[src/rtl/dht11_pkg.sv]
// Shared constants, state encoding and frame helpers for the DHT11 single-wire reader.
package dht11_pkg;

  typedef logic [3:0] state_t;

  localparam state_t StIdle     = 4'd0;
  localparam state_t StStartLow = 4'd1;
  localparam state_t StRelease  = 4'd2;
  localparam state_t StRespLow  = 4'd3;
  localparam state_t StRespHigh = 4'd4;
  localparam state_t StBitLow   = 4'd5;
  localparam state_t StBitHigh  = 4'd6;
  localparam state_t StPublish  = 4'd7;
  localparam state_t StError    = 4'd8;

  localparam int unsigned FRAME_BITS     = 40;
  localparam int unsigned HUM_INT_IDX    = 0;
  localparam int unsigned HUM_FLOAT_IDX  = 1;
  localparam int unsigned TEMP_INT_IDX   = 2;
  localparam int unsigned TEMP_FLOAT_IDX = 3;
  localparam int unsigned CRC_IDX        = 4;

  // Byte 0 is the first byte on the wire, i.e. the most significant byte of the frame.
  function automatic logic [7:0] frame_byte(input logic [FRAME_BITS-1:0] f,
                                            input int unsigned idx);
    return 8'(f >> (8 * (FRAME_BITS / 8 - 1 - idx)));
  endfunction

  function automatic logic [7:0] crc_sum(input logic [FRAME_BITS-1:0] f);
    logic [7:0] s;
    s = '0;
    for (int unsigned i = 0; i < CRC_IDX; i++) begin
      s = s + frame_byte(f, i);
    end
    return s;
  endfunction

endpackage

[src/rtl/dht11_reader_if.sv]
// Controller-facing signal bundle of the DHT11 reader, including the sensed/driven line.
interface dht11_reader_if;
  logic       i_start;
  logic       i_dht_data;
  logic       o_dht_oe;
  logic [7:0] HUM_INT;
  logic [7:0] HUM_FLOAT;
  logic [7:0] TEMP_INT;
  logic [7:0] TEMP_FLOAT;
  logic [7:0] CRC;
  logic       o_crc_ok;
  logic       o_done;
  logic       o_busy;
  logic       o_error;

  modport master (
    output i_start, i_dht_data,
    input  o_dht_oe, HUM_INT, HUM_FLOAT, TEMP_INT, TEMP_FLOAT, CRC,
    input  o_crc_ok, o_done, o_busy, o_error
  );

  modport slave (
    input  i_start, i_dht_data,
    output o_dht_oe, HUM_INT, HUM_FLOAT, TEMP_INT, TEMP_FLOAT, CRC,
    output o_crc_ok, o_done, o_busy, o_error
  );
endinterface

[src/rtl/us_timebase.sv]
// Free-running microsecond tick: one-cycle pulse every CLK_FREQ_HZ/1e6 clocks.
module us_timebase #(
  parameter int unsigned CLK_FREQ_HZ = 50000000
) (
  input  logic clock,
  input  logic reset,
  output logic us_tick_o
);

  localparam int unsigned Div  = CLK_FREQ_HZ / 1000000;
  localparam int unsigned CntW = (Div > 1) ? $clog2(Div) : 1;

  logic [CntW-1:0] cnt_q;
  logic            tick_q;
  logic            wrap;

  assign wrap      = (cnt_q == CntW'(Div - 1));
  assign us_tick_o = tick_q;

  always_ff @(posedge clock or posedge reset) begin
    if (reset) begin
      cnt_q  <= '0;
      tick_q <= 1'b0;
    end else begin
      tick_q <= wrap;
      cnt_q  <= wrap ? '0 : cnt_q + 1'b1;
    end
  end

endmodule

[src/rtl/dht11_reader.sv]
// DHT11 transaction engine: start pulse, response handshake, 40-bit capture and publish.
module dht11_reader
  import dht11_pkg::*;
#(
  parameter int unsigned CLK_FREQ_HZ   = 50000000,
  parameter int unsigned START_LOW_US  = 18000,
  parameter int unsigned RELEASE_US    = 30,
  parameter int unsigned BIT_THRESH_US = 50,
  parameter int unsigned TIMEOUT_US    = 255
) (
  input logic           clock,
  input logic           reset,
  dht11_reader_if.slave bus
);

  logic                  us_tick;
  state_t                state_q, state_d;
  logic [15:0]           us_cnt_q, us_cnt_inc;
  logic [5:0]            bit_idx_q, bit_idx_d;
  logic [FRAME_BITS-1:0] shift_q, shift_d, pub_q;
  logic                  sync1_q, sync2_q, prev_q;
  logic                  crc_ok_q, done_q, error_q;
  logic                  rise, fall, timeout, publish, set_err, clr_err;

  us_timebase #(
    .CLK_FREQ_HZ(CLK_FREQ_HZ)
  ) u_timebase (
    .clock    (clock),
    .reset    (reset),
    .us_tick_o(us_tick)
  );

  assign rise = sync2_q & ~prev_q;
  assign fall = ~sync2_q & prev_q;

  // Thresholds compare against the count including this cycle's tick, so a phase of N us
  // lasts exactly N ticks.
  assign us_cnt_inc = (us_tick && us_cnt_q != 16'hFFFF) ? us_cnt_q + 16'd1 : us_cnt_q;
  assign timeout    = us_cnt_inc > 16'(TIMEOUT_US);

  always_comb begin
    state_d   = state_q;
    bit_idx_d = bit_idx_q;
    shift_d   = shift_q;
    publish   = 1'b0;
    set_err   = 1'b0;
    clr_err   = 1'b0;
    case (state_q)
      StIdle: begin
        if (bus.i_start) begin
          state_d   = StStartLow;
          bit_idx_d = '0;
          shift_d   = '0;
          clr_err   = 1'b1;
        end
      end
      StStartLow: if (us_cnt_inc == 16'(START_LOW_US)) state_d = StRelease;
      StRelease:  if (us_cnt_inc == 16'(RELEASE_US))   state_d = StRespLow;
      StRespLow: begin
        if (rise)         state_d = StRespHigh;
        else if (timeout) state_d = StError;
      end
      StRespHigh: begin
        if (fall)         state_d = StBitLow;
        else if (timeout) state_d = StError;
      end
      StBitLow: begin
        if (rise)         state_d = StBitHigh;
        else if (timeout) state_d = StError;
      end
      StBitHigh: begin
        if (fall) begin
          shift_d   = {shift_q[FRAME_BITS-2:0], us_cnt_inc > 16'(BIT_THRESH_US)};
          bit_idx_d = bit_idx_q + 6'd1;
          state_d   = (bit_idx_q == 6'(FRAME_BITS - 1)) ? StPublish : StBitLow;
        end else if (timeout) begin
          state_d = StError;
        end
      end
      StPublish: begin
        publish = 1'b1;
        state_d = StIdle;
      end
      StError: begin
        set_err = 1'b1;
        state_d = StIdle;
      end
      default: state_d = StIdle;
    endcase
  end

  // Synchronizer resets to the idle (pulled-up) level so reset never fakes an edge.
  always_ff @(posedge clock or posedge reset) begin
    if (reset) begin
      state_q   <= StIdle;
      us_cnt_q  <= '0;
      bit_idx_q <= '0;
      shift_q   <= '0;
      pub_q     <= '0;
      sync1_q   <= 1'b1;
      sync2_q   <= 1'b1;
      prev_q    <= 1'b1;
      crc_ok_q  <= 1'b0;
      done_q    <= 1'b0;
      error_q   <= 1'b0;
    end else begin
      state_q   <= state_d;
      us_cnt_q  <= (state_d != state_q) ? 16'd0 : us_cnt_inc;
      bit_idx_q <= bit_idx_d;
      shift_q   <= shift_d;
      sync1_q   <= bus.i_dht_data;
      sync2_q   <= sync1_q;
      prev_q    <= sync2_q;
      done_q    <= publish;
      if (publish) begin
        pub_q    <= shift_q;
        crc_ok_q <= (crc_sum(shift_q) == frame_byte(shift_q, CRC_IDX));
      end
      if (clr_err)      error_q <= 1'b0;
      else if (set_err) error_q <= 1'b1;
    end
  end

  assign bus.o_dht_oe   = (state_q == StStartLow);
  assign bus.o_busy     = (state_q != StIdle);
  assign bus.o_done     = done_q;
  assign bus.o_error    = error_q;
  assign bus.o_crc_ok   = crc_ok_q;
  assign bus.HUM_INT    = frame_byte(pub_q, HUM_INT_IDX);
  assign bus.HUM_FLOAT  = frame_byte(pub_q, HUM_FLOAT_IDX);
  assign bus.TEMP_INT   = frame_byte(pub_q, TEMP_INT_IDX);
  assign bus.TEMP_FLOAT = frame_byte(pub_q, TEMP_FLOAT_IDX);
  assign bus.CRC        = frame_byte(pub_q, CRC_IDX);

endmodule

[src/flat_wrapper.sv]
// flat-port wrapper written by rule: the top's interface ports become plain ports
module dht11_reader_flat import dht11_pkg::*;
#(
  parameter int unsigned CLK_FREQ_HZ   = 50000000,
  parameter int unsigned START_LOW_US  = 18000,
  parameter int unsigned RELEASE_US    = 30,
  parameter int unsigned BIT_THRESH_US = 50,
  parameter int unsigned TIMEOUT_US    = 255
)
  (clock, reset, bus_i_start, bus_i_dht_data, bus_o_dht_oe, bus_HUM_INT, bus_HUM_FLOAT, bus_TEMP_INT, bus_TEMP_FLOAT, bus_CRC, bus_o_crc_ok, bus_o_done, bus_o_busy, bus_o_error);
  dht11_reader_if bus_i ();
  input logic clock;
  input logic reset;
  input wire logic [$bits(bus_i.i_start)-1:0] bus_i_start;
  input wire logic [$bits(bus_i.i_dht_data)-1:0] bus_i_dht_data;
  output wire logic [$bits(bus_i.o_dht_oe)-1:0] bus_o_dht_oe;
  output wire logic [$bits(bus_i.HUM_INT)-1:0] bus_HUM_INT;
  output wire logic [$bits(bus_i.HUM_FLOAT)-1:0] bus_HUM_FLOAT;
  output wire logic [$bits(bus_i.TEMP_INT)-1:0] bus_TEMP_INT;
  output wire logic [$bits(bus_i.TEMP_FLOAT)-1:0] bus_TEMP_FLOAT;
  output wire logic [$bits(bus_i.CRC)-1:0] bus_CRC;
  output wire logic [$bits(bus_i.o_crc_ok)-1:0] bus_o_crc_ok;
  output wire logic [$bits(bus_i.o_done)-1:0] bus_o_done;
  output wire logic [$bits(bus_i.o_busy)-1:0] bus_o_busy;
  output wire logic [$bits(bus_i.o_error)-1:0] bus_o_error;
  assign bus_i.i_start = bus_i_start;
  assign bus_i.i_dht_data = bus_i_dht_data;
  assign bus_o_dht_oe = bus_i.o_dht_oe;
  assign bus_HUM_INT = bus_i.HUM_INT;
  assign bus_HUM_FLOAT = bus_i.HUM_FLOAT;
  assign bus_TEMP_INT = bus_i.TEMP_INT;
  assign bus_TEMP_FLOAT = bus_i.TEMP_FLOAT;
  assign bus_CRC = bus_i.CRC;
  assign bus_o_crc_ok = bus_i.o_crc_ok;
  assign bus_o_done = bus_i.o_done;
  assign bus_o_busy = bus_i.o_busy;
  assign bus_o_error = bus_i.o_error;
  dht11_reader #(.CLK_FREQ_HZ(CLK_FREQ_HZ), .START_LOW_US(START_LOW_US), .RELEASE_US(RELEASE_US), .BIT_THRESH_US(BIT_THRESH_US), .TIMEOUT_US(TIMEOUT_US)) u_core (.clock(clock), .reset(reset), .bus(bus_i));
endmodule
[config.mk]
export PLATFORM = sky130hd
export DESIGN_NAME = dht11_reader_flat
export DESIGN_NICKNAME = d
export VERILOG_FILES = /design/src/rtl/dht11_pkg.sv /design/src/rtl/dht11_reader_if.sv /design/src/rtl/us_timebase.sv /design/src/rtl/dht11_reader.sv /design/src/flat_wrapper.sv
export SDC_FILE = /design/constraint.sdc
export NUM_CORES = 1
export LEC_CHECK = 0
export CORE_MARGIN = 5
export CORE_UTILIZATION = 40
export CTS_CLUSTER_SIZE = 14
export DETAILED_ROUTE_END_ITERATION = 6
export PLACE_DENSITY = 0.7
export SYNTH_ARGS = -nofsm -noshare
export SYNTH_HDL_FRONTEND = slang
export SYNTH_HIERARCHICAL = 1
export SYNTH_SLANG_ARGS = --single-unit
[constraint.sdc]
create_clock -name clock -period 4.5 [get_ports clock]
set_clock_uncertainty 0.1 [all_clocks]
set_input_delay 0.45 -clock clock [delete_from_list [all_inputs] [get_ports clock]]
set_output_delay 0.45 -clock clock [all_outputs]
set_load 0.05 [all_outputs]
# ---- Word-level counts from Yosys, hierarchy flattened
# Cells that the tools add are included.
dict set report totals {
  ff_bits 119
  inputBits 4
  output_inout_bits 45
  elab_cells 73
}
dict set report op_classes {
  n_addsub 6
  magnitude_cmp 2
  eq_ne 17
  muxes 25
  bitwise 4
  n_reduce_logical 6
}
# op count
set ops {}
lappend ops {{40-bit 2-to-1 mux} 2}
lappend ops {{40-bit one-hot mux with 2 select lines} 1}
lappend ops {{16-bit 2-to-1 mux} 2}
lappend ops {{4-bit 2-to-1 mux} 8}
lappend ops {{4-bit one-hot mux with 7 select lines} 1}
lappend ops {{8-bit adder} 3}
lappend ops {{6-bit 2-to-1 mux} 3}
lappend ops {{16-bit by 1-bit adder with 16-bit output (second input constant)} 1}
lappend ops {{16-bit by 15-bit == test with 1-bit output (second input constant)} 1}
lappend ops {{16-bit by 5-bit == test with 1-bit output (second input constant)} 1}
lappend ops {{4-bit by 3-bit == test with 1-bit output (second input constant)} 4}
lappend ops {{16-bit by 6-bit > comparator with 1-bit output (second input constant)} 1}
lappend ops {{16-bit by 8-bit > comparator with 1-bit output (second input constant)} 1}
lappend ops {{16-bit inequality test (second input constant)} 1}
lappend ops {{6-bit by 1-bit adder with 6-bit output (second input constant)} 2}
lappend ops {{6-bit == test (second input constant)} 2}
lappend ops {{6-bit one-hot mux with 2 select lines} 1}
lappend ops {{4-bit by 2-bit == test with 1-bit output (second input constant)} 2}
lappend ops {{8-bit == test} 1}
lappend ops {{1-bit 2-to-1 mux} 6}
lappend ops {{4-bit by 1-bit == test with 1-bit output (second input constant)} 1}
lappend ops {{4-bit == test (second input constant)} 1}
lappend ops {{4-bit logical NOT} 1}
lappend ops {{4-bit inequality test} 1}
lappend ops {{9 further kinds} 12}

# ---- Longest topological paths before layout
# Gate-level depths: netlist of run 1.
dict set report depth {
  ltp_word 9
  depth_mapped 14
  mapped_depth_nobuf 10
}

# ---- Cells and area by module
# Netlist of run 1, hierarchy kept.
# module instances cells_per_inst area_per_inst_um2 seq_area_each_um2
set modules_own_cells {}
lappend modules_own_cells {dht11_reader 1 608 6039.5 2806.4}
lappend modules_own_cells {us_timebase 1 27 315.3 175.2}

# ---- Worst setup path after synthesis of run 1
# No wires, ideal clock.
dict set report synth_timing {
  kind {register -> register}
  from {register u_core.shift_q[9]}
  to {register u_core.crc_ok_q (netlist: u_core/bus.o_crc_ok)}
  setup_time_ps 121
  arrival_time_ps 2931
  required_ps 4279
  slack_ps 1348
  stages_incl_launch_ff 11
  n_path_buf 0
  period_less_slack_ps 3152
  cell_sequence {dfrtp_1 -> fa_1 -> fa_1 -> ha_1 -> fa_1 -> a21o_1 -> a21o_1 -> a21o_1 -> a21oi_1 -> xnor2_1 -> a22o_1}
}
dict set report synth_between {
  elab_chain_cells 2
}
# item line
set synth_rtl {}
lappend synth_rtl {{start, declared} dht11_reader.sv:20} ;# logic [FRAME_BITS-1:0] shift_q, shift_d, pub_q;
lappend synth_rtl {{start signal, assigned} dht11_reader.sv:110} ;# shift_q <= shift_d;
lappend synth_rtl {{8-bit adder} dht11_pkg.sv:33} ;# s = s + frame_byte(f, i);
lappend synth_rtl {{8-bit == test} dht11_reader.sv:117} ;# crc_ok_q <= (crc_sum(shift_q) == frame_byte(shift_q, CRC_IDX));
lappend synth_rtl {{end signal, assigned} dht11_reader.sv:117}
lappend synth_rtl {{end, declared} dht11_reader.sv:22} ;# logic crc_ok_q, done_q, error_q;
# No other way between the ends.
# A chain may end at the register's enable or synchronous reset.

# ---- Worst setup path in the final report of run 1
dict set report layout_timing {
  from {register u_core.us_cnt_q[0]}
  to {register u_core.us_cnt_q[6]}
}
dict set report layout_between {
  elab_chain_cells 9
  word_cells_on_any_way 17
  cone_classes {add/sub (1); order compare (1); eq/ne (4); mux (10); reduce/logical (1)}
}
# item line
set layout_rtl {}
lappend layout_rtl {{start, declared} dht11_reader.sv:18} ;# logic [15:0] us_cnt_q, us_cnt_inc;
lappend layout_rtl {{start signal, assigned} dht11_reader.sv:108} ;# us_cnt_q <= (state_d != state_q) ? 16'd0 : us_cnt_inc;
lappend layout_rtl {{branches (longest 2 deep; another with 16-bit by 1-bit adder with 16-bit output)} -}
lappend layout_rtl {{16-bit 2-to-1 mux (*)} dht11_reader.sv:38} ;# assign us_cnt_inc = (us_tick && us_cnt_q != 16'hFFFF) ? us_cnt_q + 16'd1 : us_cnt_q;
lappend layout_rtl {{16-bit by 8-bit > comparator with 1-bit output} dht11_reader.sv:39} ;# assign timeout = us_cnt_inc > 16'(TIMEOUT_US);
lappend layout_rtl {{4-bit 2-to-1 mux} -}
lappend layout_rtl {{4-bit 2-to-1 mux (on tied branches)} -}
lappend layout_rtl {{4-bit one-hot mux with 7 select lines} dht11_reader.sv:48} ;# case (state_q)
lappend layout_rtl {{4-bit inequality test} dht11_reader.sv:108}
lappend layout_rtl {{16-bit 2-to-1 mux (*)} dht11_reader.sv:108}
# Every way passes the cells marked *.

==> results of run 1 <==
critical path, stage by stage, from the launching register on:
cell	delay (ns)
dfrtp_1	0.49
ha_1	0.39
nand4_1	0.18
or2_2	0.33
a311oi_1	0.29
o32a_1	0.27
nand4bb_1	0.37
a32oi_1	0.30
a21o_1	0.67
mux2i_1	0.29
where the power goes:
group | internal (mW) | leakage (nW) | switching, mW
logic | 0.00492 | 1.90 | 0.0229
clock network | 0.827 | 0.286 | 0.516
registers | 1.07 | 1.53 | 0.00146
flip-flops by register name, summed over array words and instances (netlist names):
name	count
u_core/sync2_q	1
u_core/sync1_q	1
u_core/bus.o_done	1
u_core/u_timebase/cnt_q	6
u_core/bus.o_crc_ok	1
u_core/bit_idx_q	6
u_core/prev_q	1
u_core/bus.o_error	1
u_core/shift_q	40
u_core/us_cnt_q	16
u_core/u_timebase/us_tick_o	1
u_core/pub_q	40
u_core/state_q	4
synthesized netlist by cell type (all sizes together), types with 4 or more instances:
library cell	instances	area, sq um
nand2	147	554
dfrtp	116	2900
nand3	46	235
a22o	43	377
clkbuf	28	176
xnor2	23	201
nor2	22	82.6
mux2i	16	160
buf	15	118
nand4	15	100
fa	14	280
inv	14	52.6
xor2	13	114
a21oi	12	60.1
ha	11	138
o21ai	10	50.1
a21o	8	60.1
and3	7	43.8
nor3	7	35.0
a31oi	6	43.8
nor4	6	58.8
a211oi	5	37.5
and4	4	36.3
nand2b	4	25.0
metal layers:
metal / routed length [um] / up-vias / global-route usage, %
met2: 7450 / 145 / 27.8
met4: 253 / 0 / 5.94
li1: - / 2292 / -
met3: 623 / 27 / 3.92
met1: 6020 / 2416 / 20.0
met5: 0 / - / 0
cell type report:
type	count	area (sq um)
clock buffer	17	425
clock inverter	15	168
fill	1411	8250
inverter	14	55.1
multi-input combinational	459	3040
sequential	119	2980
tap	216	270
timing repair buffer	54	526
cells by family (layout without fill, tap and decap cells):
logic type	Yosys count	in the layout	share of synthesized area, %
multiplexers	18	18	2.87
adder cells (fa/ha/maj)	25	25	6.58
AO/OA/AOI/OAI	104	104	12.6
AND/OR/NAND/NOR	276	276	20.6
XOR/XNOR	36	36	4.96
buffers and inverters	57	100	5.45
flip-flops	119	119	46.9
how the worst max path moves through the flow:
stage                                             from                              end  slack [ns]  cells past startpoint
after floorplan                                  reset  u_core/bit_idx_q[0]$_DFFE_PP0P_         1.0                      1
after global placement    u_core/us_cnt_q[0]$_DFF_PP0_    u_core/us_cnt_q[14]$_DFF_PP0_        0.95                      9
after detailed placement  u_core/us_cnt_q[0]$_DFF_PP0_     u_core/us_cnt_q[6]$_DFF_PP0_        0.79                      9
after CTS                 u_core/us_cnt_q[0]$_DFF_PP0_     u_core/us_cnt_q[6]$_DFF_PP0_        0.79                      9
after global routing      u_core/us_cnt_q[0]$_DFF_PP0_     u_core/us_cnt_q[4]$_DFF_PP0_        0.47                      9
final                     u_core/us_cnt_q[0]$_DFF_PP0_     u_core/us_cnt_q[6]$_DFF_PP0_        0.72                      9
metrics by stage:
step	std cells	hold WS [ns]	utilization (%)
final	894	0.253	47.5
after global routing	894	0.256	47.5
after CTS	894	0.250	47.5
after detailed placement	862	0.247	43.7
after global placement	862	0.247	43.7
after floorplan	635	0.153	-
==> reports/qor.yml, run 1 <==
synth:
  synth_seq_area_share_pct: 46.9
  synth.yosys.warnings: 6
  synth_nets: 664
  ys.flop_type: "dfrtp_1"
  netlist_instances: 635
  syn_area_sq_um: 6350
  synthArstFlopShare_pct: 100
  synth_cell_types: 68
  avgSynthCellArea_sq_um: 10.0
  synth-edff-count: 0
  ys_ff_latch: 119
floorplanning:
  die-area_sq_um: 18500
  start_util_pct: 40.4
  ios: 49
  fp.dieW_um: 136
  core_sq_um: 15700
  rows: 46
  die_h_um: 136
cts:
  clk_path_buf_depth: 2
  cts_hold_buffers: 0
  cts.clk_slew.worst_paths_ns: 0.06
  clk_latency_ns: 0.41
  htreeDepth: 4
  post_cts_resize_count: 0
  cts_tree: "done"
  cts_post_setup_buffers_inserted: 0
  clock_sinks: 119
  clockRootBuffer: "clkbuf_16"
  cts_made_buffers: 17
final_layout:
  mostFrequentLayoutCells: "nand2_1, dfrtp_1, clkdlybuf4s50_1"
  final_common_cell: "nand2_1"
  fin_area_sq_um: 7460
  drive_above_1_share_pct: 8.85
  num-nets-final: 694
  synthToLayoutAreaGrowth_pct: 17.4
  antenna_cells: 0
timing:
  slew_viol_final: 0
  period_share_pct: 83.9
  fmax_mhz: 265
  finalCriticalPeriod_ns: 3.78
  tightest_slew_ns: 1.17
  setup_ws_ns: 0.722
  rsz0062_at_grt: "no"
  hold_viol: 0
  tns_ns: 0
  setup_viol: 0
  relSlewSlack_pct: 21.8
pwr:
  p_per_area_nw_per_um2: 328
  p_total_mw: 2.45
  vdd_drop_max_mv: 0.230
  leakage_nw: 3.71
worst_setup_path:
  criticalPathCategory: "flip-flop to flip-flop"
  r2r_cells: 9
  worstSetupStartpointType: "flip-flop"
  end_kind: "flip-flop"
  required_ns: 4.72
  timing.rr.end: "u_core/us_cnt_q[6]$_DFF_PP0_"
  r2r-start: "u_core/us_cnt_q[0]$_DFF_PP0_"
  cp_max_fo: 17
  worstPathArrival_ns: 4.00
  rrSetupSlack_ns: 0.72
route:
  drc: 0
  ant_nets: 0
  drt-initial-drc-count: 346
  wl_per_cell_um: 16.1
  dr.pass1.iters: 5
  wirelength_um: 14400
  via_per_inst: 5.46
  vias: 4880
grt:
  grt_pass1_wl_um: 24200
  antenna_found_initial: 0
  first_global_vias: 4953
  track_usage_pct: 16.3
  grt_max_degree: 64
  overflow: 0
run:
  maxCapViolations: 0
placement:
  place_area_sq_um: 6860
  io_buffers: 48
  place_hpwl_um: 9850
  gp_congestion: 0.924
  place_ws_ns: 0.788
worst_hold_path:
  hp-start: "u_core/sync1_q$_DFF_PP1_"
  whs_endpoint: "u_core/sync2_q$_DFF_PP1_"
  holdPathStages: 0
  hp-class: "flip-flop to flip-flop"
run_status:
  outcome: "completed"
Note: power is estimated with default switching activity, not from simulation.
==> inputs of run 2 (changes only) <==
--- a/config.mk
+++ b/config.mk
@@ -9,7 +9,7 @@
 export CORE_UTILIZATION = 40
 export CTS_CLUSTER_SIZE = 14
 export DETAILED_ROUTE_END_ITERATION = 6
-export PLACE_DENSITY = 0.7
+export PLACE_DENSITY = 0.72
 export SYNTH_ARGS = -nofsm -noshare
 export SYNTH_HDL_FRONTEND = slang
 export SYNTH_HIERARCHICAL = 1
==> constraint.sdc (replaced) <==
create_clock -name clock -period 3.3 [get_ports clock]
set_clock_uncertainty 0.1 [all_clocks]
set_input_delay 0.33 -clock clock [delete_from_list [all_inputs] [get_ports clock]]
set_output_delay 0.33 -clock clock [all_outputs]
set_load 0.05 [all_outputs]
==> run 2 against run 1 <==
Sequential share of layout area down 0.97 points. Power up 39%. Sequential cell count unchanged. Final cell count up 1.8%. First-iteration DRC count up 13%. Worst hold slack worse by 0.13 ns. Design area up 2.5%. Core utilization up 1.2 points. Sequential power up 37%. Highest routed layer unchanged. Global-route usage up 0.075 points. Clock power up 41%. Wire length down 0.52%.
==> reports/qor.yml, run 2 (same netlist as run 1, synthesis figures left out) <==
run_status:
  outcome: "completed"  # unchanged
timing:
  tns_ns: 0  # unchanged
  finalCriticalPeriod_ns: 3.21  # was 3.78 ns
  tightest_slew_ns: 0.797  # was 1.17 ns
  period_share_pct: 97.2  # was 83.9%
  rsz0062_at_grt: "no"  # unchanged
  relSlewSlack_pct: 46.8  # was 21.8%
  setup_viol: 0  # unchanged
  slew_viol_final: 0  # unchanged
  fmax_mhz: 312  # was 265 MHz
  hold_viol: 0  # unchanged
floorplanning:
  fp.dieW_um: 136  # unchanged
  die-area_sq_um: 18500  # unchanged
  die_h_um: 136  # unchanged
  core_sq_um: 15700  # unchanged
  start_util_pct: 40.4  # unchanged
  ios: 49  # unchanged
  rows: 46  # unchanged
worst_setup_path:
  worstSetupStartpointType: "flip-flop"  # unchanged
  crit_path_start: "u_core/shift_q[9]$_DFFE_PP0P_"  # was u_core/us_cnt_q[0]$_DFF_PP0_
  critPathMostFrequentCell: "fa_1"
  criticalPathCategory: "flip-flop to flip-flop"  # unchanged
  cp_max_fo: 2  # was 17
  end_kind: "flip-flop"  # unchanged
  crit_chain: "fa_1, fa_1, ha_2, fa_2, xor2_1, nor4_1, nand2_1, nor4_2, a22o_1"  # was ha_1, nand4_1, or2_2, a311oi_1, o32a_1, nand4bb_1, a32oi_1, a21o_1, mux2i_1
  cpPeakStageDelay_ns: 0.53  # was 0.67 ns
  timing.rr.end: "u_core/bus.o_crc_ok$_DFFE_PP0P_"  # was u_core/us_cnt_q[6]$_DFF_PP0_
  r2r-start: "u_core/shift_q[9]$_DFFE_PP0P_"  # was u_core/us_cnt_q[0]$_DFF_PP0_
  worstPathArrival_ns: 3.46  # was 4.00 ns
  setup.worst_path.end: "u_core/bus.o_crc_ok$_DFFE_PP0P_"  # was u_core/us_cnt_q[6]$_DFF_PP0_
  r2r_cells: 9  # unchanged
  required_ns: 3.55  # was 4.72 ns
  critical-path-slowest-cell: "fa_1"  # was a21o_1
  rrSetupSlack_ns: 0.09  # was 0.72 ns
route:
  via_per_inst: 5.43  # was 5.46
  dr.pass1.iters: 5  # unchanged
  drt-initial-drc-count: 392  # was 346
  drc: 0  # unchanged
  vias: 4938  # was 4880
  wl_per_cell_um: 15.7  # was 16.1 um
  wirelength_um: 14300  # was 14400 um
  ant_nets: 0  # unchanged
cts:
  clk_path_buf_depth: 2  # unchanged
  htreeDepth: 4  # unchanged
  cts.clk_slew.worst_paths_ns: 0.06  # about the same
  cts_tree: "done"  # unchanged
  cts_hold_buffers: 0  # unchanged
  clk_latency_ns: 0.41  # about the same
  clock_sinks: 119  # unchanged
  cts_made_buffers: 17  # unchanged
  clockRootBuffer: "clkbuf_16"  # unchanged
final_layout:
  largestRegisters: "u_core/pub_q x40, u_core/shift_q x40, u_core/us_cnt_q x16"  # unchanged
  final_common_cell: "nand2_1"  # unchanged
  fillers: 1370  # was 1411
  instances_no_fill: 910  # was 894
  drive_above_1_share_pct: 11.2  # was 8.85%
  mostFrequentLayoutCells: "nand2_1, dfrtp_1, clkdlybuf4s50_1"  # unchanged
  synthToLayoutAreaGrowth_pct: 20.3  # was 17.4%
  num-nets-final: 710  # was 694
  antenna_cells: 0  # unchanged
pwr:
  leakage_nw: 3.81  # was 3.71 nW
  p_per_area_nw_per_um2: 443  # was 328 nW/um^2
  vdd_drop_max_mv: 0.288  # was 0.230 mV
placement:
  gp_congestion: 0.913  # was 0.924
  place_hpwl_um: 10000  # was 9850 um
  io_buffers: 48  # unchanged
  dp_cells: 877  # was 862
run:
  maxCapViolations: 0  # unchanged
grt:
  overflow: 0  # unchanged
  antenna_found_initial: 0  # unchanged
  grt_max_degree: 60  # was 64
  first_global_vias: 4898  # was 4953
  grt_pass1_wl_um: 24300  # was 24200 um
  track_usage_pct: 16.4  # was 16.3%
worst_hold_path:
  hp-class: "primary input to async pin"  # was flip-flop to flip-flop
==> run 2: cell types whose count changed in the layout (fill, tap and decap cells not counted), sizes merged <==
cell	previous run	this run
clkbuf	17	18
bufinv	2	3
buf	6	22
inv	20	15
clkinv	5	8
==> run 2: critical path, delay by kind of cell, from the launching register on <==
kind                     cells  cell delay, ns
AO/OA/AOI/OAI                1            0.16
AND/OR/NAND/NOR              3            0.66
adder cells (fa/ha/maj)      4            1.68
flip-flops                   1            0.40
XOR/XNOR                     1            0.16
==> run 2: layout make-up <==
cell class | instances | area (sq um) | area share, %
Multi-Input combinational cell | 459 | 3040 | 39.8
Sequential cell | 119 | 2980 | 39.0
Timing Repair Buffer | 70 | 683 | 8.93
Clock buffer | 18 | 439 | 5.74
Tap cell | 216 | 270 | 3.53
Clock inverter | 14 | 174 | 2.27
Inverter | 14 | 56.3 | 0.736
==> run 2: how the worst min path moves through the flow <==
stage	start	endpoint	cells after the start
2_1_floorplan	reset	u_core/u_timebase/cnt_q[0]$_DFF_PP0_	1
3_3_place_gp	u_core/sync1_q$_DFF_PP1_	u_core/sync2_q$_DFF_PP1_	0
3_5_place_dp	u_core/sync1_q$_DFF_PP1_	u_core/sync2_q$_DFF_PP1_	0
4_1_cts	reset	u_core/u_timebase/cnt_q[0]$_DFF_PP0_	2
5_1_grt	reset	u_core/u_timebase/cnt_q[1]$_DFF_PP0_	2
6_report	reset	u_core/u_timebase/cnt_q[1]$_DFF_PP0_	2
==> run 2: per-layer routing <==
metal  vias to the layer above  part of all wire [%]  global-route usage [%]  wire length [um]
li1                       2326                     -                       -                 -
met1                      2469                    46                    22.0              6540
met2                       122                    49                    25.6              6990
met3                        21                   3.6                    3.74               516
met4                         0                   1.6                    6.49               229
met5                         -                     0                       0                 0
==> run 2: through the flow <==
stage	utilization [%]	instance area [sq um]	hold slack [ns]	worst slack, ns	total power, mW
floorplan	-	6360	0.0334	0.148	1.52
global placement	44.6	7020	0.248	0.0957	1.53
detailed placement	44.6	7020	0.247	0.0195	1.53
CTS	48.6	7630	0.123	0.0248	3.43
global route	48.7	7650	0.159	0.0165	3.50
finish	48.7	7650	0.127	0.0937	3.39
==> run 2: where the power goes <==
| group | switching [mW] | internal [mW] | leakage (nW) | total (mW) |
|---|---|---|---|---|
| clock | 0.675 | 1.21 | 0.301 | 1.89 |
| combinational | 0.0314 | 0.00841 | 1.98 | 0.0398 |
| sequential | 0.00187 | 1.46 | 1.53 | 1.47 |
==> run 2: what timing repair did <==
item,4_1_cts,5_1_grt
setup endpoints to repair,0,1
endpoints found under the hold margin,0,0
buffers inserted,0,1
resized for setup,0,3
